## src/rtl/ex_fwd_hazard_ctrl.sv

```systemverilog
// EX-stage forwarding and load-use hazard controller.
// Keeps a shadow copy of destination info for EX, MEM and WB. It computes the
// ALU operand mux selects when an instruction issues from ID and registers them
// so they are valid while that instruction sits in EX. When a load is in EX and
// the ID instruction needs its result, ID stalls for one cycle and a bubble
// enters EX. A saturating counter records how many cycles stalled.
module ex_fwd_hazard_ctrl #(
  parameter int REG_AW = 5,
  parameter int CNT_W  = 32
) (
  input  logic              clk,
  input  logic              rst_n,
  input  logic              id_valid,
  input  logic [REG_AW-1:0] id_rs,
  input  logic [REG_AW-1:0] id_rt,
  input  logic              id_use_rs,
  input  logic              id_use_rt,
  input  logic              id_alu_imm,
  input  logic [REG_AW-1:0] id_dst,
  input  logic              id_reg_write,
  input  logic              id_mem_read,
  input  logic              ex_flush,
  output logic              stall,
  output logic [1:0]        fwd_a_sel,
  output logic [1:0]        fwd_b_sel,
  output logic [CNT_W-1:0]  stall_cnt
);

  localparam logic [1:0] SEL_RF  = 2'b00;
  localparam logic [1:0] SEL_EXM = 2'b01;
  localparam logic [1:0] SEL_MWB = 2'b10;
  localparam logic [1:0] SEL_IMM = 2'b11;

  localparam logic [CNT_W-1:0] CNT_MAX = {CNT_W{1'b1}};

  typedef struct packed {
    logic              valid;
    logic [REG_AW-1:0] dst;
    logic              reg_write;
    logic              mem_read;
  } stage_t;

  localparam stage_t BUBBLE = '{valid: 1'b0, dst: '0, reg_write: 1'b0, mem_read: 1'b0};

  stage_t ex_stage;
  stage_t mem_stage;
  stage_t wb_stage;

  stage_t     issue_stage;
  logic       issue;
  logic       load_hit;
  logic [1:0] sel_a_next;
  logic [1:0] sel_b_next;

  // A stage can supply register r only if it is a real instruction that writes
  // r, and r is not the hard-wired zero register.
  function automatic logic produces(input stage_t s, input logic [REG_AW-1:0] r);
    return s.valid & s.reg_write & (s.dst == r) & (r != '0);
  endfunction

  // Youngest producer wins: EX/MEM result before MEM/WB write-back data.
  function automatic logic [1:0] fwd_sel(input stage_t ex_s, input stage_t mem_s,
                                         input logic [REG_AW-1:0] r);
    if (produces(ex_s, r))
      return SEL_EXM;
    else if (produces(mem_s, r))
      return SEL_MWB;
    else
      return SEL_RF;
  endfunction

  // Load-use detection and the instruction that enters EX on the next edge;
  // a flush always overrides a stall so a squashed instruction never stalls.
  always_comb begin
    load_hit = ex_stage.valid & ex_stage.mem_read & (ex_stage.dst != '0) &
               ((id_use_rs & (id_rs == ex_stage.dst)) |
                (id_use_rt & ~id_alu_imm & (id_rt == ex_stage.dst)));
    stall    = ~ex_flush & id_valid & load_hit;
    issue    = id_valid & ~stall & ~ex_flush;

    issue_stage = BUBBLE;
    sel_a_next  = SEL_RF;
    sel_b_next  = SEL_RF;
    if (issue) begin
      issue_stage.valid     = 1'b1;
      issue_stage.dst       = id_dst;
      issue_stage.reg_write = id_reg_write;
      issue_stage.mem_read  = id_mem_read;
      if (id_use_rs)
        sel_a_next = fwd_sel(ex_stage, mem_stage, id_rs);
      if (id_alu_imm)
        sel_b_next = SEL_IMM;
      else if (id_use_rt)
        sel_b_next = fwd_sel(ex_stage, mem_stage, id_rt);
    end
  end

  // Advance the shadow pipeline and register the selects for the issuing
  // instruction so they line up with it while it is in EX.
  always_ff @(posedge clk) begin
    if (!rst_n) begin
      ex_stage  <= BUBBLE;
      mem_stage <= BUBBLE;
      wb_stage  <= BUBBLE;
      fwd_a_sel <= SEL_RF;
      fwd_b_sel <= SEL_RF;
    end else begin
      wb_stage  <= mem_stage;
      mem_stage <= ex_stage;
      ex_stage  <= issue_stage;
      fwd_a_sel <= sel_a_next;
      fwd_b_sel <= sel_b_next;
    end
  end

  // Count stalled cycles, holding at the maximum value instead of wrapping.
  always_ff @(posedge clk) begin
    if (!rst_n)
      stall_cnt <= '0;
    else if (stall && (stall_cnt != CNT_MAX))
      stall_cnt <= stall_cnt + 1'b1;
  end

endmodule
```

## config.mk

```make
export PLATFORM = sky130hd
export DESIGN_NAME = ex_fwd_hazard_ctrl
export DESIGN_NICKNAME = d
export VERILOG_FILES = /design/src/rtl/ex_fwd_hazard_ctrl.sv
export SDC_FILE = /design/constraint.sdc
export NUM_CORES = 1
export LEC_CHECK = 0
export ABC_AREA = 1
export CORE_ASPECT_RATIO = 2
export CORE_MARGIN = 2
export CORE_UTILIZATION = 45
export CTS_CLUSTER_SIZE = 10
export DETAILED_ROUTE_END_ITERATION = 10
export DONT_BUFFER_PORTS = 1
export GPL_ROUTABILITY_DRIVEN = 0
export HOLD_SLACK_MARGIN = 0.06
export PLACE_DENSITY = 0.6
export SLEW_MARGIN = 20
export SYNTH_ARGS = -nofsm -noshare
export SYNTH_HDL_FRONTEND = slang
export SYNTH_SLANG_ARGS = --single-unit
```

## constraint.sdc

```tcl
create_clock -name clk -period 1.7 [get_ports clk]
set_clock_uncertainty 0.05 [all_clocks]
set_input_delay 0.425 -clock clk [delete_from_list [all_inputs] [get_ports clk]]
set_output_delay 0.425 -clock clk [all_outputs]
set_load 0.05 [all_outputs]
```

==> impl_metrics.ini, run 1 <==
[cts]
cts_tree = yes
cts.clk_slew.worst_paths_ns = 0.07
root_buffer = clkbuf_16
cts.sinks = 51
clock_latency_ns = 0.30
htreeDepth = 2
postCtsHoldBufs = 0
clockBufferDepth = 2
cts-buffers-inserted = 5

[placed_design]
dp_cells = 588
portBuffers = 0
dp_hpwl_um = 6870
pre_cts_slack_ns = -0.242
postPlaceCellArea_mm2 = 0.00357

[detailed_routing]
post_drt_via_cell_ratio = 5.10
routed_wl_um = 9500
vias = 3092
ant_nets = 0
wl_per_cell_um = 15.7
drt-pass1-iter-count = 4
drt_iter0_markers = 115
drc_errors = 0

[cells_and_area]
drive_gt1_share_pct = 36.5
nets = 544
diodes = 0
area_growth_pct = 43.1
fin_util_pct = 66.1
post-route-cell-area_mm2 = 0.00417
final_cells = 606

[sta]
fmax_ghz = 0.499
setup_tns_ns = -7.27
fin_crit_ns = 2.00
setup_ws_ns = -0.303
fin_hold_ws_ns = 0.172
worst_slew_pin_slew_ns = 0.490
setup_viol = 33
hold_violations = 0
final_max_slew_viol_count = 0
post-route-period-util_pct = 118
rsz0062_at_grt = yes
maxSlewHeadroom_pct = 67.3

[setup_path]
arrival_ns = 1.53
endpoint_kind = output pin
reg2reg_depth = 13
critPathMaxFanout = 4
required_ns = 1.22
critPathKind = register to output pin
setup.worst_path.start_class = register

[power_and_ir_drop]
p_per_area_mw_per_mm2 = 594
peakVddDrop_v = 0.000762
p_total_mw = 2.48
p_leak_nw = 1.95

[synth]
yosys.area.top_type_share_pct = 35.0
ys_seq_area_share_pct = 35.0
synth_cell_types = 24
avgSynthCellArea_um2 = 6.59
yosysMostFrequentCell = nand2_1
netlist_area_mm2 = 0.00291
yosysWarnings = 0
syn-num-nets = 467
ys.flop_type = dfxtp_1
syn_inst = 442
synth.area.top_cells = dfxtp_1, nand2_1, xor2_1
synth.largest_area_cell = dfxtp_1
synthTopCellsByCount = nand2_1, nor2_1, dfxtp_1
ys_ff_latch = 51
synthArstFlopShare_pct = 0
synth-edff-count = 0

[floorplan]
dieArea_mm2 = 0.00717
num_rows = 41
core-area_mm2 = 0.00631
die_h_um = 118
fp.dieW_um = 60.9
io-pin-count = 61
initial_core_util_pct = 46.2

[worst_hold_path]
whs_path_depth = 2
hp-class = primary input to register

[grt]
grt_pass1_wl_um = 14300
overflow = 0
antenna_found_initial = 0
grt_use_total_pct = 27.2
grt_max_degree = 33
grt_pass1_vias = 3028

[status]
status = complete, but fails checks
violations = negative setup slack

[run]
max-cap-violations = 0
cells by family (layout without fill, tap and decap cells):
group                    Yosys count  after routing  share of synthesized area [%]
XOR/XNOR                          42             42                           12.6
AND/OR/NAND/NOR                  253            253                           36.6
buffers and inverters             61            139                           9.40
adder cells (fa/ha/maj)            1              1                          0.429
flip-flops                        51             51                           35.0
AO/OA/AOI/OAI                     34             34                           5.93
where the power goes:
part	total, mW	internal [mW]	switching [mW]
registers	1.21	1.20	0.0140
clock network	1.15	0.681	0.466
logic	0.120	0.0512	0.0691
total	2.48	1.93	0.549
critical path, cell delays in order (launching register included):
cell and delay (ns):
dfxtp_4 0.38, inv_4 0.04, nand2_2 0.05, nand2_2 0.05, nor2_4 0.12, nand4_1 0.15, nand2_2 0.14, nand3_4 0.09
clkinvlp_4 0.21
final cells by class:
class,count,area (um2)
repair buffers,80,727
flip-flops and latches,51,1080
inverters,51,198
fillers,574,2140
clock buffers,7,164
clock inverters,1,8.76
multi-input cells,330,1890
well taps,86,108
sequential cells by signal, summed over array words and instances, names as in the netlist:
name and flops:
ex_stage 8, fwd_a_sel 2, fwd_b_sel 2, mem_stage 7
stall_cnt 32
final timing paths:
kind | from | to | slack [ns]
max | ex_stage[3] | stall | -0.30
min | id_dst[1] | ex_stage[3] | 0.17
max reg2reg | stall_cnt[1] | stall_cnt[20] | -0.29
min reg2reg | ex_stage[7] | mem_stage[7] | 0.41
cell usage in the layout (no fill, tap or decap), drive strengths merged:
master,n
nor3,16
nor4,1
xor2,26
nor3b,1
clkinvlp,1
ha,1
or2,1
o21a,1
dfxtp,51
clkbuf,7
buf,80
nand2,155
nand3b,1
nand4,8
nor2,55
inv,51
nand3,15
xnor2,16
a21oi,33
what timing repair did:
action / CTS / global route
gates resized for setup: 12 / 70
cloned: 3 / 0
setup buffers: 5 / 4
setup endpoints to repair: 35 / 44
endpoints found under the hold margin: 0 / 0
pin swaps: 4 / 22
layer usage:
metal | share of wire, % | wire, um | track usage, % | up-vias
met1 | 31 | 2960 | 23.3 | 1447
met3 | 4.6 | 437 | 6.92 | 37
li1 | - | - | - | 1520
met5 | 0 | 0 | 0 | -
met2 | 58 | 5550 | 51.5 | 88
met4 | 5.8 | 548 | 15.1 | 0
No activity file was read; power rests on OpenSTA's default activity.
==> run 2: changes to the inputs <==
--- a/config.mk
+++ b/config.mk
@@ -5,7 +5,6 @@
 export SDC_FILE = /design/constraint.sdc
 export NUM_CORES = 1
 export LEC_CHECK = 0
-export ABC_AREA = 1
 export CORE_ASPECT_RATIO = 2
 export CORE_MARGIN = 2
 export CORE_UTILIZATION = 45
==> run 2 against run 1 <==
  * The run still ends with negative setup slack left
  * Largest cell class unchanged
  * Routed wire length down 17%
  * Synthesized cell count shrank 34%
  * Final cell count decreased by 27%
  * Critical path type unchanged
  * Combinational power up 18%
  * Clock power is 41% lower
==> impl_metrics.ini, run 2 <==
[status]
status = complete, but fails checks
violations = negative setup slack

[synth]
syn-num-nets = 315
synth.area.top_cells = dfxtp_1, o31ai_1, or4_1
synth_simple_gate_area_share_pct = 31.1
synth-edff-count = 0
syn_inst = 290
yosysWarnings = 0
synthTopCellsByCount = dfxtp_1, nand2_1, a21oi_1, o31ai_1, or4_1
yosys.area_share.adder_pct = 0.488
synthXorXnorAreaFrac_pct = 6.84
yosysMostFrequentCell = dfxtp_1
synth_top_family_by_area = simple AND/OR/NAND/NOR gates
netlist_area_mm2 = 0.00256
synth_mux_area_share_pct = 2.73
synth.largest_area_cell = dfxtp_1
avgSynthCellArea_um2 = 8.84
ys_seq_area_share_pct = 39.8
synthArstFlopShare_pct = 0
synth_cell_types = 42
ys_ff_latch = 51
yosys.area.top_type_share_pct = 39.8
synth_compound_gate_area_share_pct = 15.2
ys.flop_type = dfxtp_1

[grt]
grt_use_total_pct = 24.4
grt_max_degree = 29
grt_pass1_wl_um = 12300
overflow = 0
antenna_found_initial = 0
grt_pass1_vias = 2718

[cts]
clockBufferDepth = 2
clock_latency_ns = 0.31
root_buffer = clkbuf_8
cts-buffers-inserted = 5
cts.sinks = 51
cts_tree = yes
cts.clk_slew.worst_paths_ns = 0.09
htreeDepth = 2

[power_and_ir_drop]
seqPwrFrac_pct = 59.0
p_comb_share_pct = 7.0
p_leak_nw = 1.43
internal_power_mw = 1.54
p_sw_share_pct = 23.4
switching_power_mw = 0.468
peakVddDrop_v = 0.000544
p_total_mw = 2.01
p_clk_share_pct = 33.9
p_per_area_mw_per_mm2 = 494

[placed_design]
postPlaceCellArea_mm2 = 0.00335
portBuffers = 0
dp_hpwl_um = 5260
pre_cts_slack_ns = -0.564
dp_cells = 415

[sta]
setup_ws_ns = -0.710
fin_hold_ws_ns = 0.188
hold_violations = 0
rsz0062_at_grt = yes
worst_slew_pin_slew_ns = 0.646
final_max_slew_viol_count = 0
post-route-period-util_pct = 142
fin_crit_ns = 2.41
maxSlewHeadroom_pct = 56.6
setup_tns_ns = -21.77
fmax_ghz = 0.415
setup_viol = 45

[cells_and_area]
nets = 409
diodes = 0
post-route-cell-area_mm2 = 0.00406
final_common_cell = buf_4
area_growth_pct = 58.4
top_register = stall_cnt
final_cells = 445
drive_gt1_share_pct = 52.7
final_cell_mix = buf_4, nand2_1, dfxtp_4
largest_reg_flops = 32
fin_util_pct = 74.2
reg_top3 = stall_cnt: 32 flops, ex_stage: 8 flops, mem_stage: 7 flops

[floorplan]
fp.dieW_um = 57.4
io-pin-count = 61
initial_core_util_pct = 46.9
num_rows = 38
dieArea_mm2 = 0.00635
core-area_mm2 = 0.00547
die_h_um = 111

[detailed_routing]
vias = 2620
ant_nets = 0
post_drt_via_cell_ratio = 5.89
drt_iter0_markers = 101
drt-pass1-iter-count = 4
routed_wl_um = 7870
wl_per_cell_um = 17.7
drc_errors = 0

[run]
max-cap-violations = 0

[setup_path]
setup.worst_path.start_class = register
arrival_ns = 1.93
reg2reg_depth = 10
endpoint_kind = output pin
critPathKind = register to output pin
required_ns = 1.22
critPathMaxFanout = 2

[worst_hold_path]
hp-class = primary input to register
whs_path_depth = 1
-- run 2: final timing paths --
path               start             to  slack (ns)
min            id_dst[3]    ex_stage[5]        0.19
min reg2reg  ex_stage[1]   mem_stage[1]        0.44
max          ex_stage[4]          stall       -0.71
max reg2reg  ex_stage[5]  stall_cnt[22]       -0.63
-- run 2: metal layers --
layer,vias to the layer above,global-route usage (%),part of all wire [%]
met1,1278,23.4,35
li1,1269,-,-
met5,-,0,0
met2,61,47.9,59
met3,12,4.78,3.5
met4,0,8.99,1.8
-- run 2: power groups by stage --
stage	clock network (mW)	logic [mW]	registers (mW)
6_report	0.680	0.141	1.18
5_1_grt	0.753	0.150	1.19
4_1_cts	0.701	0.134	1.18
3_5_place_dp	0	0.101	1.22
3_3_place_gp	0	0.0994	1.22
2_1_floorplan	0	0.0790	1.21
-- run 2: repair_timing --
| item | 4_1_cts | 5_1_grt |
|---|---|---|
| hold buffers | 0 | 0 |
| pin swaps | 25 | 19 |
| resized for setup | 47 | 44 |
| setup buffers | 19 | 4 |
| endpoints found under the setup margin | 45 | 45 |
| gates cloned | 3 | 1 |
-- run 2: area by class of cell --
cell class | instances | area, um2
multi-input combinational | 218 | 1890
clock buffer | 6 | 72.6
inverter | 8 | 33.8
fill | 410 | 1410
clock inverter | 2 | 8.76
timing repair buffer | 100 | 862
tap | 60 | 75.1
sequential | 51 | 1110
-- run 2: critical path: stages, from the launching register on --
cell,delay [ns]
dfxtp_2,0.33
or4_4,0.52
o211ai_1,0.28
nor3b_2,0.10
o21ai_2,0.11
clkinvlp_4,0.13
buf_8,0.16
-- run 2: kinds of logic (layout without fill, tap and decap cells) --
kind of cell    Yosys count  count (layout)
simple gates            131             131
compound gates           58              59
flops                    51              51
buf+inv                  22             116
xor+xnor                 20              20
mux                       7               7
fa+ha+maj                 1               1
==> variant, RTL diff (config.mk and constraints of run 1) <==
The parameter `CNT_W` goes from 32 to 64.
--- a/src/rtl/ex_fwd_hazard_ctrl.sv
+++ b/src/rtl/ex_fwd_hazard_ctrl.sv
@@ -8,3 +8,3 @@
   parameter int REG_AW = 5,
-  parameter int CNT_W  = 32
+  parameter int CNT_W  = 64
 ) (
Ports: changed (resized stall_cnt); port bits go from 61 to 93. No check against the original RTL was run, so the function may have changed too.
==> variant against run 1 <==
- the run still ends with setup timing left
- core utilization increased by 13 points
- sequential cell count up 32
- sequential power increased by 56%
- power up 66%
- synthesized area up 80%
- setup slack worse by 0.18 ns
- critical path depth unchanged
- register-to-register slack worse by 0.09 ns
- maximum frequency shrank 8.4%
- count of clock-buffer cells in the layout grew 4
- routed wire length grew to 2.8 times the old value
- design area rose by 120%
- critical path type unchanged
- largest power group is now clock
==> variant: results (changes against run 1) <==
Detailed routing
  • Drt first pass iters: 7 (was 4)
  • Metal-1 WL: 7708 µm (was 2960 µm)
  • Initial DRC Count: 665 (was 115)
  • WL/cell: 20.76 µm (was 15.67 µm)

Pwr
  • Reported leakage power: 3.648 nW (was 1.946 nW)
  • Pwr dens: 456.9 nW/µm² (was 594.0 nW/µm²)

Global route
  • GR Util met2: 68.49% (was 51.48%)
  • Met1 usage: 37.33% (was 23.29%)
  • Vias in the first global route: 7,294 (was 3,028)
  • Total GRT Usage: 40.58% (was 27.17%)

Critical path
  • CP Max Fanout: 5 (was 4)
  • Reg2reg end: stall_cnt[54] (was stall_cnt[20])

Layout
  • Non-clk invs: 90 (was 51)
  • Non-clk bufs: 263 (was 80)
  • Clock buf count: 11 (was 7)
  • FF+latch count: 83 (was 51)
  • Clock-cell share: 3.468% (was 4.140%)
  • Filler cells: 753 (was 574)
  • Fraction of area in registers: 20.66% (was 25.86%)
  • Fin nets: 1,146 (was 544)
  • Count of multi-input gates: 674 (was 330)
  • Max reg flops: 64 (was 32)

STA
  • Final setup TNS: -19.04 ns (was -7.270 ns)
  • Final hold slack: 0.1182 ns (was 0.1719 ns)
  • Final setup margin: -0.4862 ns (was -0.3034 ns)
  • Max transition margin: 67.87% (was 67.30%)
  • # setup viols final: 65 (was 33)

Clock tree
  • H-tree levels: 3 (was 2)

Synthesis
  • Top cells by area, synth: dfxtp_1 (32%), nand2_1 (23%), nor2_1 (9.1%) (was dfxtp_1 (35%), nand2_1 (20%), xor2_1 (7.8%))
  • Syn Nets: 888 (was 467)

Floorplanning
  • Die area: 12,610 µm² (was 7174 µm²)

Placement
  • Placed Area: 7216 µm² (was 3572 µm²)
  • Dpl hpwl: 15,830 µm (was 6872 µm)

Run status
  • Status: complete, but fails checks (unchanged)
  • Failing checks: setup timing (unchanged)
-- variant: kinds of logic (layout without fill, tap and decap cells) --
kind of cell / count (synthesis) / after routing / synth area share (%)
AOI/OAI and AO/OA: 69 / 69 / 6.645
adders and majority gates: 1 / 1 / 0.2381
xor gates and xnor gates: 60 / 60 / 10.00
and+or+nand+nor: 541 / 544 / 42.65
DFF: 83 / 83 / 31.63
buffers and inverters: 109 / 369 / 8.836
-- variant: stage by stage --
step / cells / power [mW] / setup slack [ns]
final: 1268 / 4.121 / -0.4862
after global routing: 1268 / 4.212 / -0.5387
after CTS: 1256 / 4.114 / -0.4692
after detailed placement: 1203 / 2.056 / -0.5421
after global placement: 1203 / 2.054 / -0.4657
after floorplan: 863 / 2.021 / -0.01941
-- variant: worst max path at each step --
stage / start / to / slack (ns) / cells after the start
floorplan: id_rs[1] / stall / -0.02 / 6
global placement: id_rt[0] / stall_cnt[51] / -0.47 / 10
detailed placement: id_rt[0] / stall_cnt[43] / -0.54 / 10
CTS: ex_stage[5] / stall / -0.47 / 8
global route: ex_stage[4] / stall / -0.54 / 8
finish: ex_stage[4] / stall / -0.49 / 8
-- variant: power breakdown --
part           total, mW  leakage, nW  switching [mW]  internal, mW
registers           1.89        0.718          0.0138          1.88
clock network       2.08        0.154           0.899          1.18
logic              0.146         2.78          0.0897        0.0560
-- variant: critical path, stage by stage, from the launching register on --
cell,delay (ns)
dfxtp_4,0.36
buf_6,0.12
nor3_4,0.23
nand3_2,0.09
nand3_2,0.09
inv_4,0.05
nand3_4,0.06
buf_6,0.12
clkinvlp_4,0.23
-- variant: timing repair --
action	in CTS	in global routing
hold buffers	0	0
setup endpoints to repair	76	76
resized for setup	131	154
buffers inserted	28	13
pin swaps	25	29
cloned	10	1
